$ cat config.mk
export PLATFORM = sky130hd
export DESIGN_NAME = uart_rx_ctrl
export DESIGN_NICKNAME = d
export VERILOG_FILES = /design/src/rtl/uart_rx_ctrl.sv
export SDC_FILE = /design/constraint.sdc
export NUM_CORES = 1
export LEC_CHECK = 0
export CAP_MARGIN = 20
export CORE_MARGIN = 2
export CORE_UTILIZATION = 50
export DETAILED_ROUTE_END_ITERATION = 8
export GPL_ROUTABILITY_DRIVEN = 1
export GPL_TIMING_DRIVEN = 0
export PLACE_DENSITY = 0.75
export SLEW_MARGIN = 20
export SYNTH_ARGS = -nofsm -noshare
export SYNTH_HDL_FRONTEND = slang
export SYNTH_SLANG_ARGS = --single-unit
$ cat constraint.sdc
create_clock -name clk -period 2.5 [get_ports clk]
set_input_delay 0.375 -clock clk [delete_from_list [all_inputs] [get_ports clk]]
set_output_delay 0.375 -clock clk [all_outputs]
set_load 0.01 [all_outputs]
$ cat src/rtl/uart_rx_ctrl.sv
// Host-side drain controller for the UART receiver: acknowledges bytes into a local FIFO,
// clears sticky framing errors and counts error events. Optional byte tagging: UART_RX_CTRL_ERR_TAG_EN.
module uart_rx_ctrl #(
  parameter int DEPTH = 8,
  parameter int CNT_W = 8
) (
  input  logic                     clk,
  input  logic                     rst,
  input  logic                     en,
  input  logic [7:0]               rx_data,
  input  logic                     rx_data_valid,
  input  logic                     framing_err,
  input  logic                     overrun,
  output logic                     host_ready,
  output logic                     clear_framing_err,
  output logic [7:0]               out_data,
  output logic                     out_valid,
  input  logic                     out_ready,
  output logic [$clog2(DEPTH):0]   fifo_count,
  output logic [CNT_W-1:0]         ferr_cnt,
  output logic [CNT_W-1:0]         ovr_cnt,
  input  logic                     cnt_clr
`ifdef UART_RX_CTRL_ERR_TAG_EN
  ,
  output logic                     out_frame_err
`endif
);

  localparam int AW = $clog2(DEPTH);
  localparam int CW = AW + 1;
`ifdef UART_RX_CTRL_ERR_TAG_EN
  localparam int WW = 9;
`else
  localparam int WW = 8;
`endif

  typedef enum logic {
    WAIT,
    HOLDOFF
  } state_t;

  state_t          state;
  logic [WW-1:0]   mem [DEPTH];
  logic [AW-1:0]   wr_ptr;
  logic [AW-1:0]   rd_ptr;
  logic [CW-1:0]   count;
  logic            full;
  logic            push;
  logic            pop;
  logic [WW-1:0]   push_word;
  logic [WW-1:0]   head;
  logic            ferr_q;
  logic            ovr_q;
  logic            ferr_rise;
  logic            ovr_rise;
  logic [1:0]      clr_age;
`ifdef UART_RX_CTRL_ERR_TAG_EN
  logic            pending_ferr;
`endif

  function automatic logic [CNT_W-1:0] sat_inc(input logic [CNT_W-1:0] c);
    sat_inc = (c == '1) ? c : c + CNT_W'(1);
  endfunction

  assign full       = (count == CW'(DEPTH));
  // No bypass: a full FIFO blocks the acknowledge even if a pop happens this cycle.
  assign host_ready = ~rst & (state == WAIT) & rx_data_valid & en & ~full;
  assign push       = host_ready;
  assign out_valid  = (count != '0);
  assign pop        = out_valid & out_ready;
  assign fifo_count = count;
  assign ferr_rise  = framing_err & ~ferr_q;
  assign ovr_rise   = overrun & ~ovr_q;
  assign head       = mem[rd_ptr];
  assign out_data   = out_valid ? head[7:0] : '0;

`ifdef UART_RX_CTRL_ERR_TAG_EN
  assign push_word     = {pending_ferr | ferr_rise, rx_data};
  assign out_frame_err = out_valid & head[8];
`else
  assign push_word     = rx_data;
`endif

  always_ff @(posedge clk) begin
    if (push) mem[wr_ptr] <= push_word;
  end

  always_ff @(posedge clk or posedge rst) begin
    if (rst) begin
      state             <= WAIT;
      wr_ptr            <= '0;
      rd_ptr            <= '0;
      count             <= '0;
      ferr_q            <= 1'b0;
      ovr_q             <= 1'b0;
      clr_age           <= '0;
      clear_framing_err <= 1'b0;
      ferr_cnt          <= '0;
      ovr_cnt           <= '0;
`ifdef UART_RX_CTRL_ERR_TAG_EN
      pending_ferr      <= 1'b0;
`endif
    end else begin
      case (state)
        WAIT:    if (host_ready) state <= HOLDOFF;
        HOLDOFF: state <= WAIT;
        default: state <= WAIT;
      endcase

      if (push) wr_ptr <= wr_ptr + AW'(1);
      if (pop)  rd_ptr <= rd_ptr + AW'(1);
      case ({push, pop})
        2'b10:   count <= count + CW'(1);
        2'b01:   count <= count - CW'(1);
        default: count <= count;
      endcase

      ferr_q <= framing_err;
      ovr_q  <= overrun;

      // clr_age runs 1,2,3 after each clear pulse; at 3 a still-high flag earns another pulse.
      clear_framing_err <= ferr_rise | (framing_err & (clr_age == 2'd3));
      if (clear_framing_err)      clr_age <= 2'd1;
      else if (clr_age != 2'd0)   clr_age <= clr_age + 2'd1;

      if (cnt_clr)        ferr_cnt <= '0;
      else if (ferr_rise) ferr_cnt <= sat_inc(ferr_cnt);
      if (cnt_clr)        ovr_cnt  <= '0;
      else if (ovr_rise)  ovr_cnt  <= sat_inc(ovr_cnt);

`ifdef UART_RX_CTRL_ERR_TAG_EN
      if (push)           pending_ferr <= 1'b0;
      else if (ferr_rise) pending_ferr <= 1'b1;
`endif
    end
  end

endmodule
==> results.toml <==
[layout]
layout_commonest_cell = "edfxtp_1"
area_delta_synth_final_pct = 23.67
final_cell_mix = "edfxtp_1 (64), clkdlybuf4s50_1 (37), dfrtp_1 (31), nor2_1 (24), mux4_2 (16)"
antenna_cells = 0
fillers = 615
nets = 357
drive_gt1_share_pct = 20.77
layout.cells.non_filler = 442

[yosys]
async_reset_ff_share_pct = 33.33
synth.area.mux_share_pct = 12.22
yosys_warnings = 0
ys_seq_area_share_pct = 65.96
synth-compound-area-share_pct = 5.002
synth.area.top_cells = "edfxtp_1 (47%), dfrtp_1 (19%), mux4_2 (8.7%)"
synth_ff_type = "edfxtp_1"
synth_cell_types = 52
synth-edff-count = 64
synthAdderAreaFrac_pct = 2.728
syn_inst = 266
synth-seq-cells = 96
netlist_area_um2 = 4128
synth_top_family_by_area = "multiplexers"
avgSynthCellArea_um2 = 15.52
yosysTopAreaCell = "edfxtp_1"
synth_xor_area_share_pct = 2.971
synth_top_area_share_pct = 46.56
synth_nets = 291
synthSimpleGateAreaFrac_pct = 9.276

[critical_path]
cp-end-kind = "output port"
cp_max_fo = 5
startpoint_type = "register"
path_class = "register to output port"
cp.arrival_ns = 2.04
worstPathRequired_ns = 2.12

[die]
num_rows = 33
die_w_um = 94.86
dieArea_um2 = 8998
initial_core_util_pct = 51.00
ios = 47
coreArea_um2 = 8093
fp.dieH_um = 94.86

[global_routing]
grt_pass1_vias = 2469
grt_usage_pct = 19.43
grt_max_degree = 33
grt-ovfl-total = 0
antenna_found_initial = 0
grt_pass1_wl_um = 12770

[sta]
drv_slew = 0
fmax_mhz = 413.7
skew_ns = 0.008734
rsz0062_at_grt = "false"
finalHoldViolCount = 0
slew_headroom_pct = 38.80
fin_crit_ns = 2.417
setup_viol = 0
finalCritPeriodShare_pct = 96.70
worst_pin_slew_ns = 0.9146

[clock_network]
clock_latency_ns = 0.36
htree_levels = 3
cts_tree = "built"
cts_buffers = 9
path_clk_slew_ns = 0.09
cts_root_buf = "clkbuf_8"
hold_buffers = 0
clock_path_buffers = 2
clock-sinks = 96

[outcome]
status = "finished clean"

[detailed_routing]
wl_per_cell_um = 17.91
drtIter0Drc = 149
first_pass_iters = 4
num_vias = 2441
routed_wl_um = 7916
drc = 0
antenna_left = 0
via_per_inst = 5.523

[placed_design]
portBuffers = 45
gp_congestion = 0.7637
hpwlAfterDp_um = 5165
dpl.cell_count = 418

[power]
irDropWorstVdd_mv = 0.3905
p_switching_mw = 1.486
p_int_mw = 3.181
leakage_nw = 1.844
seq_power_share_pct = 42.6
pwr-share-comb_pct = 37.2
p_clk_share_pct = 20.2
total_power_mw = 4.667
p_sw_share_pct = 31.84
powerDensity_nw_per_um2 = 914.3

[flow_run]
maxCapViolations = 0

[hold_path]
hold_class = "primary input to register"
[sequential cells by signal, summed over array words and instances, names as in the netlist]
name and count:
ovr_q 1, wr_ptr 3, fifo_count 4, ferr_cnt 8, ferr_q 1, mem 64, state 1, clr_age 2
rd_ptr 3, ovr_cnt 8, clear_framing_err 1
[cells by family (layout without fill, tap and decap cells)]
| family | after synthesis | after routing |
|---|---|---|
| XOR/XNOR | 14 | 14 |
| multiplexers | 30 | 30 |
| AND/OR/NAND/NOR | 72 | 72 |
| buffers and inverters | 18 | 89 |
| flip-flops | 96 | 96 |
| AO/OA/AOI/OAI | 27 | 27 |
| adder cells (fa/ha/maj) | 9 | 9 |
[worst paths after layout]
check                      slack [ns]            end  cells after the start               from
min in group asynchronous        0.54    ferr_cnt[5]                      2                rst
hold / removal                   0.44     ovr_cnt[6]                      2            cnt_clr
setup reg to reg                 0.17      mem[3][1]                      6      fifo_count[2]
hold reg to reg                  0.46     clr_age[1]                      1  clear_framing_err
setup / recovery                 0.08    out_data[1]                      6          rd_ptr[0]
max in group asynchronous        1.46  fifo_count[0]                      2                rst
[repair_timing]
action / in CTS / in global routing
cloned: 0 / 1
setup buffers: 7 / 1
pin swaps: 2 / 3
gates resized for setup: 21 / 9
endpoints found under the setup margin: 68 / 47
[cell usage after synthesis (2+ instances only)]
cell type   n
a211oi_1    2
a21oi_1     6
buf_1       3
buf_2       3
clkbuf_1    3
dfrtp_1    32
edfxtp_1   64
ha_1        9
inv_1       6
mux2_2      2
mux2i_1    11
mux4_2     16
nand2_1    10
nand2b_1    3
nand3_1     5
nand4_1     2
nor2_1     25
nor2b_1     2
nor3_1      7
nor3b_1     5
o21ai_0     3
o31ai_1     3
or4_1       3
xnor2_1     4
xor2_1     10
[power by group through the flow]
stage / clock [mW] / sequential, mW / combinational (mW)
floorplan: 0 / 2.00 / 1.01
global placement: 0 / 2.00 / 1.55
detailed placement: 0 / 2.01 / 1.61
CTS: 0.962 / 1.98 / 1.68
global route: 1.02 / 2.01 / 1.89
finish: 0.941 / 1.99 / 1.74
[critical path, cell delays in order (launching register included)]
cell and delay (ns):
dfrtp_1 0.39, buf_8 0.14, buf_12 0.12, mux4_2 0.51, mux2i_1 0.16, nor2_1 0.08
dlygate4sd2_1 0.28
[per-stage QoR]
step,setup slack (ns),setup TNS (ns),util [%],hold WS [ns],instance area [µm²]
detailed placement,-0.4186,-23.40,58.89,0.4563,4766
finish,0.08255,0,63.08,0.4448,5105
floorplan,0.005788,0,-,0.4064,4139
global route,0.008760,0,63.08,0.4876,5105
CTS,0.004813,0,62.38,0.4620,5049
global placement,-0.8651,-43.83,58.33,0.4576,4721
[area by class of cell]
type | instances | area [µm²] | share of cell area, %
buffer | 10 | 96.34 | 1.887
inverter | 7 | 26.28 | 0.5147
clock buffer | 9 | 123.9 | 2.426
clock inverter | 7 | 62.56 | 1.225
multi-input combinational | 152 | 1384 | 27.11
tap | 105 | 131.4 | 2.574
sequential | 96 | 2724 | 53.36
timing repair buffer | 56 | 556.8 | 10.91
[per-layer routing]
layer	track usage (%)	wire length, µm
met1	25.57	3332
met2	31.86	4050
met3	3.671	377
met4	8.213	155
met5	0	0
(Power assumes the default switching activity.)
